<file path="config.mk">
export PLATFORM = sky130hd
export DESIGN_NAME = vector_db_loader
export DESIGN_NICKNAME = d
export VERILOG_FILES = /design/src/rtl/vector_db_loader.sv
export SDC_FILE = /design/constraint.sdc
export NUM_CORES = 1
export LEC_CHECK = 0
export CORE_MARGIN = 3
export CORE_UTILIZATION = 40
export CTS_CLUSTER_SIZE = 8
export DETAILED_ROUTE_END_ITERATION = 8
export GPL_ROUTABILITY_DRIVEN = 0
export PLACE_DENSITY_LB_ADDON = 0.3
export SYNTH_ARGS = -nofsm -noshare
export SYNTH_HDL_FRONTEND = slang
export SYNTH_SLANG_ARGS = --single-unit
export TNS_END_PERCENT = 30
</file>
<file path="constraint.sdc">
create_clock -name clk -period 8.6 [get_ports clk]
set_clock_uncertainty 0.15 [all_clocks]
set_input_delay 1.72 -clock clk [delete_from_list [all_inputs] [get_ports clk]]
set_output_delay 1.72 -clock clk [all_outputs]
set_load 0.03 [all_outputs]
</file>
<file path="src/rtl/vector_db_loader.sv">
// Streams vector elements into a word-addressed SRAM and counts complete vectors.
// A bad s_last, an early stop or an address wrap raises a sticky error flag.
module vector_db_loader #(
  parameter int ADDR_W = 16,
  parameter int DATA_W = 32
) (
  input  logic              clk,
  input  logic              reset_n,
  input  logic              clear,
  input  logic              start_load,
  input  logic [ADDR_W-1:0] base_addr,
  input  logic [7:0]        dim_size,
  input  logic [9:0]        max_vectors,
  input  logic              s_valid,
  input  logic [DATA_W-1:0] s_data,
  input  logic              s_last,
  input  logic              stop_load,
  output logic              s_ready,
  output logic              wr_en,
  output logic [ADDR_W-1:0] wr_addr,
  output logic [DATA_W-1:0] wr_data,
  output logic [9:0]        vector_count,
  output logic              busy,
  output logic              done,
  output logic              error
);

  typedef enum logic [1:0] {IDLE, LOAD, FINISH} state_t;

  state_t            r_state;
  state_t            w_nextState;
  logic [7:0]        r_dim;
  logic [9:0]        r_max;
  logic [ADDR_W-1:0] r_vecStart;
  logic [ADDR_W-1:0] r_wrPtr;
  logic [7:0]        r_idx;

  logic              w_inLoad;
  logic              w_fire;
  logic              w_lastIdx;
  logic              w_ptrWrap;
  logic [ADDR_W-1:0] w_ptrInc;
  logic [7:0]        w_idxNext;
  logic [ADDR_W-1:0] w_ptrNext;
  logic [ADDR_W-1:0] w_startNext;
  logic [9:0]        w_countNext;
  logic              w_errSet;

  assign w_inLoad  = (r_state == LOAD);
  assign w_fire    = s_valid && s_ready;
  assign w_lastIdx = (r_idx == (r_dim - 8'd1));
  assign w_ptrWrap = &r_wrPtr;
  assign w_ptrInc  = r_wrPtr + ADDR_W'(1);

  always_ff @(posedge clk or negedge reset_n) begin
    if (!reset_n) begin
      r_state <= IDLE;
    end else begin
      r_state <= w_nextState;
    end
  end

  always_comb begin
    w_nextState = r_state;
    case (r_state)
      IDLE: begin
        if (start_load && dim_size != 8'd0) begin
          w_nextState = (max_vectors == 10'd0) ? FINISH : LOAD;
        end
      end
      LOAD: begin
        if (stop_load || vector_count == r_max) begin
          w_nextState = FINISH;
        end
      end
      FINISH:  w_nextState = IDLE;
      default: w_nextState = IDLE;
    endcase
    if (clear) begin
      w_nextState = IDLE;
    end
  end

  // Beats stop being accepted once the capacity is reached, so none slip in before FINISH.
  always_comb begin
    s_ready = w_inLoad && (vector_count != r_max);
    busy    = w_inLoad;
    done    = (r_state == FINISH);
  end

  // The beat is resolved first; a same-cycle stop then discards whatever partial vector remains.
  always_comb begin
    w_idxNext   = r_idx;
    w_ptrNext   = r_wrPtr;
    w_startNext = r_vecStart;
    w_countNext = vector_count;
    w_errSet    = 1'b0;
    if (w_fire) begin
      if (w_lastIdx) begin
        w_countNext = vector_count + 10'd1;
        w_idxNext   = 8'd0;
        w_ptrNext   = w_ptrInc;
        w_startNext = w_ptrInc;
        w_errSet    = !s_last || w_ptrWrap;
      end else if (s_last) begin
        w_idxNext   = 8'd0;
        w_ptrNext   = r_vecStart;
        w_errSet    = 1'b1;
      end else begin
        w_idxNext   = r_idx + 8'd1;
        w_ptrNext   = w_ptrInc;
        w_errSet    = w_ptrWrap;
      end
    end
    if (w_inLoad && stop_load && w_idxNext != 8'd0) begin
      w_idxNext = 8'd0;
      w_ptrNext = w_startNext;
      w_errSet  = 1'b1;
    end
  end

  always_ff @(posedge clk or negedge reset_n) begin
    if (!reset_n) begin
      r_dim        <= '0;
      r_max        <= '0;
      r_vecStart   <= '0;
      r_wrPtr      <= '0;
      r_idx        <= '0;
      wr_en        <= 1'b0;
      wr_addr      <= '0;
      wr_data      <= '0;
      vector_count <= '0;
      error        <= 1'b0;
    end else if (clear) begin
      r_idx        <= '0;
      wr_en        <= 1'b0;
      vector_count <= '0;
      error        <= 1'b0;
    end else begin
      wr_en <= w_fire;
      if (w_fire) begin
        wr_addr <= r_wrPtr;
        wr_data <= s_data;
      end
      if (r_state == IDLE && start_load) begin
        r_dim        <= dim_size;
        r_max        <= max_vectors;
        r_vecStart   <= base_addr;
        r_wrPtr      <= base_addr;
        r_idx        <= '0;
        vector_count <= '0;
        error        <= (dim_size == 8'd0);
      end else if (w_inLoad) begin
        r_idx        <= w_idxNext;
        r_wrPtr      <= w_ptrNext;
        r_vecStart   <= w_startNext;
        vector_count <= w_countNext;
        if (w_errSet) begin
          error <= 1'b1;
        end
      end
    end
  end

endmodule
</file>
Word level (Yosys, flattened, before mapping)
Index checks and enable logic that the tools add are counted.
{ "word_totals": {"regBits": 120, "input_bits": 73, "output_inout_bits": 63, "elab_cells": 87} }
{ "classes": {"reduce_logical": 28, "n_eq_ne": 7, "mux": 36, "bitwise_logic": 1, "add_sub_neg": 4} }
{ "op_table": {"columns": ["cell", "n"], "rows": [
  ["16-bit two-way mux", 10],
  ["8-bit two-way mux", 7],
  ["10-bit two-way mux", 5],
  ["16-bit by 1-bit adder with 16-bit output, second input constant", 1],
  ["16-bit AND reduction", 1],
  ["8-bit nonzero test", 2],
  ["3-bit nonzero test", 5],
  ["10-bit by 1-bit adder with 10-bit output, second input constant", 1],
  ["10-bit equality test", 1],
  ["10-bit logical NOT", 1],
  ["10-bit != test", 1],
  ["2-bit AND reduction", 5],
  ["1-bit two-way mux", 9],
  ["8-bit by 1-bit adder with 8-bit output, second input constant", 1],
  ["8-bit equality test", 1],
  ["8-bit logical NOT", 1],
  ["2-bit two-way mux", 4],
  ["8-bit by 1-bit subtractor with 8-bit output, second input constant", 1],
  ["1-bit logical AND", 6],
  ["3-bit AND reduction", 2],
  ["2-bit one-hot mux with 2 select lines", 1],
  ["3-bit by 2-bit != test with 1-bit output, second input constant", 1],
  ["3-bit != test, second input constant", 1],
  ["2-bit by 1-bit equality test with 1-bit output, second input constant", 1],
  ["other kinds (6)", 7]
]} }

Longest topological paths before layout
Gate-level depths: netlist of the first run.
{ "depth": {"ltp_word": 11, "mapped_depth": 11, "depth_no_buf": 10} }

Least setup slack after synthesis of the first run
No wires, ideal clock.
{ "synth_path": {"kind": "input port to flip-flop", "start": "input s_valid", "end": "register r_wrPtr[3]", "cell_stages": 7, "required_ns": 8.358, "arrival_ns": 3.284, "path_slack_ns": 5.074, "setup_time_ns": 0.092, "n_path_buf": 1, "path_cell_list": "o311ai_2 -> or4_1 -> and3_1 -> nor3_4 -> buf_4 -> nor3_1 -> o31ai_2"} }
{ "synth_via": {"elab_chain_len": 7, "word_cells_on_any_way": 10, "classes_between": "5 x mux; 5 x reduce/logical"} }
{ "synth_lines": {"columns": ["item", "line_no", "text"], "rows": [
  ["start, declared", "14", "input logic s_valid,"],
  ["1-bit logical AND (*)", "50", "assign w_fire = s_valid && s_ready;"],
  ["8-bit two-way mux", "98", "if (w_fire) begin"],
  ["8-bit nonzero test", "115", "if (w_inLoad && stop_load && w_idxNext != 8'd0) begin"],
  ["1-bit logical AND", "115", null],
  ["16-bit two-way mux", "115", null],
  ["16-bit two-way mux", "153", "end else if (w_inLoad) begin"],
  ["16-bit two-way mux", "145", "if (r_state == IDLE && start_load) begin"],
  ["end signal, assigned", "149", "r_wrPtr <= base_addr;"],
  ["end signal, assigned", "155", "r_wrPtr <= w_ptrNext;"],
  ["end, declared", "35", "logic [ADDR_W-1:0] r_wrPtr;"]
]} }
Every way passes the cells marked *; elsewhere a longest branch is shown, timed or not. The select of a mux whose other input is x is not followed.
A chain may end at the register's enable or synchronous reset.

Final worst setup path of the first run
{ "layout_path": {"start": "input s_valid", "end": "register r_wrPtr[11]"} }
The elaborated chain is that of the path after synthesis.

==> qor.yml, run 1 <==
outcome: "complete, no violations"
total_leakage_power_nw: 3.28
synth_nets: 660
r2r_cells: 8
io_buffers: 135
cp_num_buf_inv: 1
power.density_nw_per_um2: 289
grt_setup_unrepaired: "false"
worst_path_largest_cell_delay_ns: 0.61
die_w_um: 130
initial_core_util_pct: 41.7
final-hold-violation-count: 0
crit_type: "in -> reg"
vias: 5227
period_minus_slack_ns: 4.43
synth_simple_gate_area_share_pct: 14.9
hp-class: "reg -> reg"
placed_area_um2: 7680
grt_first_pass_wirelength_um: 27500
cp-start-kind: "input port"
period_share_pct: 51.5
vdd_drop_max_v: 0.000196
clk_pin_slew_ns: 0.05
synth_mux_area_share_pct: 11.8
core_area_um2: 14900
setup_tns_ns: 0
syn_area_um2: 6190
grt_overflow: 0
slowest_stage: "or4_1"
cts_tree: "yes"
wl_per_cell_um: 18.4
seq_area_frac_synth_pct: 48.5
postRouteAntennaNets: 0
rr_endpoint: "r_wrPtr[11]"
maxCapViolCount: 0
holdPathStages: 1
cp.arrival_ns: 4.55
avgSynthCellArea_um2: 10.6
die_y_um: 130
slew_headroom_pct: 20.1
synth-async-reset-ratio_pct: 100
synth_compound_area_share_pct: 15.4
synth_top_area_cell: "dfrtp_1"
n_antenna_cell: 0
cts_setup_buffers: 0
hp-start: "wr_data[0]"
fin_nets: 788
cts_sinks: 120
drive_gt1_share_pct: 17.0
crit_top_cell: "nand3_1"
ys_ff_latch: 120
cts-buffers-inserted: 17
regArea_um2: 3000
dr.first_iter.drc_count: 342
grt_usage_pct: 20.6
fmax_mhz: 226
r2r_slack_ns: 4.46
drc_errors: 0
r2r-start: "r_dim[2]"
die_area_um2: 17000
cts_root_buf: "clkbuf_16"
dp_hpwl_um: 11600
ys_warn_count: 0
crit_chain: "clkdlybuf4s50_1, o311ai_2, or4_1, nand3_1, nand3_1, a222oi_1, o211ai_1"
antenna_found_initial: 0
cts.hold.buffers_added: 0
htreeDepth: 4
cts_buffer_depth: 2
grt_pass1_vias: 5500
drt_first_pass_iters: 5
synth_edf_count: 0
setup_viol: 0
syn_inst: 583
path_max_fanout: 16
yosysUniqueCellTypes: 58
hold_end: "wr_data[0]"
yosys-top-cells-count: "120 x dfrtp_1, 64 x mux2_2, 47 x nor2_1"
wirelength_um: 16700
postLayoutCellArea_um2: 8230
grt_max_degree: 84
placementRows: 44
synth-xor-area-share_pct: 6.08
required_ns: 8.72
ctsResizeCount: 0
n_fill_cell: 1285
vias_per_cell: 5.76
synth_area_leaders: "dfrtp_1 48%, mux2_2 12%, xnor2_1 4.5%, nor2_1 2.8%, a21oi_1 2.6%"
worst_pin_slew_ns: 1.19
cp-startpoint: "s_valid"
synth.most_common_cell: "dfrtp_1"
cp-end-kind: "register"
synth_top_area_share_pct: 48.5
synth_ff_type: "dfrtp_1"
cp_top_family: "simple AND/OR/NAND/NOR gates"
clk_latency_ns: 0.41
maxSlewViolCount: 0
synth_top_family_by_area: "compound AO/OA/AOI/OAI gates"
ios: 136
synthAdderAreaFrac_pct: 0.808
syn2layout_area_growth_pct: 32.9
multi_input_area_um2: 3040
## routing by layer
metal  GRT usage (%)  vias to the layer above  routed length, um  part of all wire, %
met5               0                        -                  0                    0
li1                -                     2405                  -                    -
met2            33.6                      221               8120                   49
met4            8.83                        0                365                  2.2
met3            6.67                       30               1410                  8.4
met1            25.1                     2571               6780                   41
## registers in the layout, summed over array words and instances (netlist names)
register and count:
wr_data 32, r_vecStart 16, r_wrPtr 16, wr_addr 16
r_max 10, vector_count 10, r_dim 8, r_idx 8
r_state 2, error 1, wr_en 1
## worst max-delay path by stage
stage | end | slack, ns | cells after the start
detailed placement | r_wrPtr[11] | 3.82 | 7
floorplan | r_wrPtr[3] | 5.07 | 7
finish | r_wrPtr[11] | 4.17 | 7
global route | r_wrPtr[11] | 3.98 | 7
CTS | r_wrPtr[11] | 4.24 | 7
global placement | r_wrPtr[11] | 3.91 | 7
## stage by stage
stage / total power, mW / hold slack, ns / utilization (%) / setup slack [ns] / cells
after floorplan: 1.37 / 0.331 / - / 5.07 / 583
after global placement: 1.69 / 0.339 / 51.7 / 3.91 / 876
after detailed placement: 1.72 / 0.345 / 51.7 / 3.82 / 876
after CTS: 2.40 / 0.358 / 55.4 / 4.24 / 908
after global routing: 2.50 / 0.375 / 55.4 / 3.98 / 908
final: 2.38 / 0.355 / 55.4 / 4.17 / 908
## report_power, final
group | switching, mW | internal [mW]
Combinational | 0.453 | 0.388
Sequential | 0.130 | 0.739
Clock | 0.246 | 0.422
## final cells by class
cell class              count  area share, %
multi-input cells         425           37.0
flip-flops and latches    120           36.5
repair buffers            139           16.7
clock buffers              22           5.40
well taps                 184           2.80
clock inverters            10           1.26
inverters                   8          0.365
## kinds of logic (layout without fill, tap and decap cells)
group	count (synthesis)	after routing
AO/OA/AOI/OAI	135	135
XOR/XNOR	43	43
buffers and inverters	38	179
flip-flops	120	120
adder cells (fa/ha/maj)	4	4
multiplexers	65	65
AND/OR/NAND/NOR	178	178
## placed cells by master, fill, tap and decap left out, types with 3 or more instances in the layout
cell,instances
o21ai_0,12
a21oi_2,5
nor2_1,45
buf_4,5
xor2_1,11
clkinv_2,7
clkdlybuf4s50_1,134
a21oi_1,32
ha_1,4
a22oi_1,15
o21ai_1,5
mux2_2,64
o31ai_1,8
nand2b_1,4
nor3_1,17
o31ai_2,8
o22a_1,3
xnor2_1,32
nor2b_1,5
inv_1,7
clkbuf_16,17
dfrtp_1,120
nand2_1,31
o211ai_1,5
or3_1,4
clkbuf_1,5
nand3_1,19
nand4_1,10
a21o_1,6
nor4_1,11
o22ai_1,15
and3_1,14
a31oi_1,9
(Power assumes the default switching activity.)
==> run 2: changes to the inputs <==
Clock period 8.6 ns to 4.25 ns, I/O delays scaled along.
==> run 2 against run 1 <==
Routed wire length grew 0.65%. First-iteration DRC count grew 0.29%. Hold slack lost 0.0028 ns. Power grew 100%. Sequential power grew 100%. Core utilization grew 0.56 points. Highest routed layer unchanged. Clock-buffer cell count grew 1. Die area is the same. Largest cell class unchanged. Non-clock buffer count grew 6. Cell area grew 1.0%.
==> qor.yml, run 2 (synthesized netlist as in run 1, its figures left out) <==
outcome: "complete, no violations"
dr.first_iter.drc_count: 343
rr_endpoint: "r_wrPtr[8]"
postRouteAntennaNets: 0
grt_usage_pct: 20.5
r2r_cells: 9
maxSlewViolCount: 0
grt_setup_unrepaired: "false"
dp_hpwl_um: 11800
wl_per_cell_um: 18.4
cts-buffers-inserted: 17
largest_reg_flops: 32
sequentialPowerShare_pct: 36.3
multi_input_area_um2: 3040
placementRows: 44
holdPathStages: 1
n_antenna_cell: 0
cp.arrival_ns: 3.65
power_mw: 4.84
hp-start: "wr_data[5]"
grt_max_degree: 70
hold_end: "wr_data[5]"
dp_cells: 882
crit_type: "reg -> reg"
vias: 5272
cts_setup_buffers: 0
wirelength_um: 16800
regArea_um2: 3000
slew_headroom_pct: 37.7
clk_latency_ns: 0.41
r2r-start: "r_dim[0]"
die_area_um2: 17000
fmax_mhz: 283
grt_pass1_vias: 5442
initial_core_util_pct: 41.7
largest_register: "wr_data"
required_ns: 4.37
setup_tns_ns: 0
ctsResizeCount: 0
final-hold-violation-count: 0
cts_tree: "yes"
clk_pin_slew_ns: 0.06
hp-class: "reg -> reg"
p_clk_share_pct: 28.2
htreeDepth: 4
swShare_pct: 34.9
grt_first_pass_wirelength_um: 27600
internal-power_mw: 3.15
ios: 136
core_area_um2: 14900
power_switching_mw: 1.69
die_w_um: 130
cp-start-kind: "register"
maxCapViolCount: 0
worst_pin_slew_ns: 0.934
total_leakage_power_nw: 3.32
cts_buffer_depth: 2
cp-end-kind: "register"
final_common_cell: "clkdlybuf4s50_1"
cts.hold.buffers_added: 0
period_share_pct: 83.2
vias_per_cell: 5.77
drive_gt1_share_pct: 18.1
comb_power_share_pct: 35.5
period_minus_slack_ns: 3.54
power.density_nw_per_um2: 581
n_fill_cell: 1289
cts_root_buf: "clkbuf_16"
antenna_found_initial: 0
syn2layout_area_growth_pct: 34.3
mostFrequentLayoutCells: "134 x clkdlybuf4s50_1, 120 x dfrtp_1, 64 x mux2_2, 45 x nor2_1"
r2r_slack_ns: 0.71
io_buffers: 135
drt_first_pass_iters: 5
vdd_drop_max_v: 0.000419
grt_overflow: 0
final_cells: 914
drc_errors: 0
die_y_um: 130
cts_sinks: 120
fin_nets: 794
setup_viol: 0
path_max_fanout: 9
-- run 2: metrics by stage --
step           util [%]  worst slack, ns  cell area [um^2]  hold slack [ns]
6_report           55.9            0.714              8320            0.352
5_1_grt            55.9            0.495              8320            0.367
4_1_cts            55.9            0.715              8320            0.357
3_5_place_dp       52.2            0.581              7750            0.345
3_3_place_gp       52.2            0.703              7750            0.338
2_1_floorplan         -             1.22              6190            0.331
-- run 2: worst max-delay path by stage --
stage,start,end,slack (ns),cells after the start
4_1_cts,r_dim[0],r_vecStart[10],0.71,8
5_1_grt,vector_count[3],r_wrPtr[2],0.50,8
2_1_floorplan,r_dim[0],r_wrPtr[3],1.22,9
6_report,r_dim[0],r_wrPtr[8],0.71,9
3_3_place_gp,s_valid,r_wrPtr[11],0.70,7
3_5_place_dp,s_valid,r_wrPtr[8],0.58,7
-- run 2: cell type report --
| class | count | area share (%) |
|---|---|---|
| flip-flops and latches | 120 | 36.1 |
| well taps | 184 | 2.77 |
| clock inverters | 9 | 0.873 |
| clock buffers | 23 | 5.87 |
| repair buffers | 145 | 17.4 |
| inverters | 8 | 0.361 |
| multi-input cells | 425 | 36.6 |
-- run 2: critical path, cell delays in order (launching register included) --
cell,delay [ns]
dfrtp_1,0.44
or4_1,0.55
or3_4,0.35
a2111oi_4,0.54
nand3_1,0.22
nand2_2,0.18
nand3_1,0.35
buf_4,0.32
a21oi_1,0.20
o31ai_2,0.08
-- run 2: power groups by stage --
stage,logic (mW),clock network (mW),registers [mW]
3_5_place_dp,1.72,0,1.77
2_1_floorplan,0.645,0,2.12
3_3_place_gp,1.69,0,1.75
4_1_cts,1.73,1.39,1.76
6_report,1.72,1.36,1.75
5_1_grt,1.84,1.44,1.80
-- run 2: per-layer routing --
metal	share of wire [%]	GRT usage, %
met5	0	0
met2	49	32.7
met3	8.1	6.26
met4	2.2	8.83
met1	41	26.0
==> run 3: changes to the inputs <==
Clock period 4.25 ns to 3.44 ns, I/O delays scaled along.
==> run 3 against run 2 <==
Combinational power increased by 24%. Sequential cell count unchanged. Hold slack got worse by 0.23 ns. Non-clock buffer count increased by 10. Core utilization increased by 0.71 points. Cell count increased by 1.1%. Fmax increased by 11%. Largest power group unchanged. Clock power increased by 31%. Clock-buffer cell count unchanged. Via count increased by 1.5%. Power increased by 26%.
==> qor.yml, run 3 (synthesized netlist as in run 1, its figures left out) <==
crit_chain: "or4_1, o21ai_0, a2111oi_4, nand3_1, nand2_2, a21oi_2, a31oi_1, a211oi_1"
cp-end-kind: "register"
rr_endpoint: "r_wrPtr[0]"
postRouteAntennaNets: 0
largest_reg_flops: 32
final-hold-violation-count: 0
core_area_um2: 14900
power.density_nw_per_um2: 724
drt_first_pass_iters: 5
dp_hpwl_um: 12100
r2r-start: "r_dim[0]"
worst_pin_slew_ns: 0.948
n_antenna_cell: 0
syn2layout_area_growth_pct: 36.0
grt_overflow: 0
slowest_stage: "a21oi_2"
maxSlewViolCount: 0
clk_latency_ns: 0.41
slew_headroom_pct: 36.8
cts.hold.buffers_added: 0
r2r_cells: 8
fmax_mhz: 313
drive_gt1_share_pct: 18.9
cp-start-kind: "register"
vdd_drop_max_v: 0.000419
maxCapViolCount: 0
layout_setup_ws_ns: 0.245
setup_tns_ns: 0
cts_buffer_depth: 2
vias: 5351
antenna_found_initial: 1
htreeDepth: 4
required_ns: 3.60
total_leakage_power_nw: 3.38
grt_first_pass_wirelength_um: 28200
fin_nets: 804
die_y_um: 130
period_share_pct: 92.9
crit_end: "r_wrPtr[0]"
mostFrequentLayoutCells: "134 x clkdlybuf4s50_1, 120 x dfrtp_1, 64 x mux2_2, 45 x nor2_1"
die_area_um2: 17000
grt_setup_unrepaired: "false"
final_common_cell: "clkdlybuf4s50_1"
die_w_um: 130
grt_pass1_vias: 5639
setup_viol: 0
hp-class: "in -> async"
regArea_um2: 3000
cts_sinks: 120
r2r_slack_ns: 0.25
placementRows: 44
grt_usage_pct: 21.0
largest_register: "wr_data"
initial_core_util_pct: 41.7
worst_path_largest_cell_delay_ns: 0.73
dp_cells: 892
outcome: "complete, no violations"
clk_pin_slew_ns: 0.06
ios: 136
cts-buffers-inserted: 17
wirelength_um: 17300
grt_max_degree: 52
cts_root_buf: "clkbuf_16"
fin_util_pct: 56.6
power_mw: 6.10
cts_setup_buffers: 0
dr.first_iter.drc_count: 430
path_max_fanout: 15
n_fill_cell: 1250
period_minus_slack_ns: 3.19
final_cells: 924
wl_per_cell_um: 18.7
vias_per_cell: 5.79
cp.arrival_ns: 3.36
place_ws_ns: 0.271
io_buffers: 135
multi_input_area_um2: 3040
cp-startpoint: "r_dim[0]"
crit_type: "reg -> reg"
cts_tree: "yes"
drc_errors: 0
ctsResizeCount: 0
==> run 3: changes by cell type in the layout (fill, tap and decap cells not counted), sizes merged <==
cell,delta
clkinv,-2
bufinv,+2
buf,+10
==> run 3: cell type report <==
| class | count | share of cell area [%] |
|---|---|---|
| clock buffer | 23 | 5.56 |
| inverter | 8 | 0.357 |
| timing repair buffer | 155 | 18.1 |
| tap | 184 | 2.73 |
| sequential | 120 | 35.7 |
| clock inverter | 9 | 1.46 |
| multi-input combinational | 425 | 36.1 |
==> run 3: worst min-delay path by stage <==
stage	cells after the start	slack [ns]	endpoint	startpoint
detailed placement	1	0.35	wr_data[6]	wr_data[6]
global route	1	0.16	wr_data[19]	reset_n
global placement	1	0.34	wr_data[21]	wr_data[21]
CTS	1	0.15	wr_data[17]	reset_n
finish	1	0.13	wr_data[19]	reset_n
floorplan	0	0.24	error	reset_n
==> run 3: where the power goes <==
group | internal, mW | switching, mW | total, mW
Clock | 1.17 | 0.610 | 1.78
Sequential | 1.85 | 0.325 | 2.17
Combinational | 0.994 | 1.15 | 2.14
==> run 3: worst max-delay path, delay by kind of cell (launching register included) <==
family | cells | cell delay (ns)
AOI/OAI and AO/OA | 5 | 1.70
and+or+nand+nor | 3 | 0.83
DFF | 1 | 0.42
==> run 3: metrics by stage <==
step           instance area [um^2]  hold slack, ns
6_report                       8420           0.126
4_1_cts                        8420           0.151
3_5_place_dp                   7830           0.346
2_1_floorplan                  6190           0.242
5_1_grt                        8420           0.162
3_3_place_gp                   7830           0.339
==> run 3: per-layer routing <==
metal	global-route usage, %	wire, um	up-vias
met5	0	9	-
met4	9.38	502	2
met3	6.87	1450	47
met2	34.2	8320	247
met1	25.5	7030	2611
li1	-	-	2444
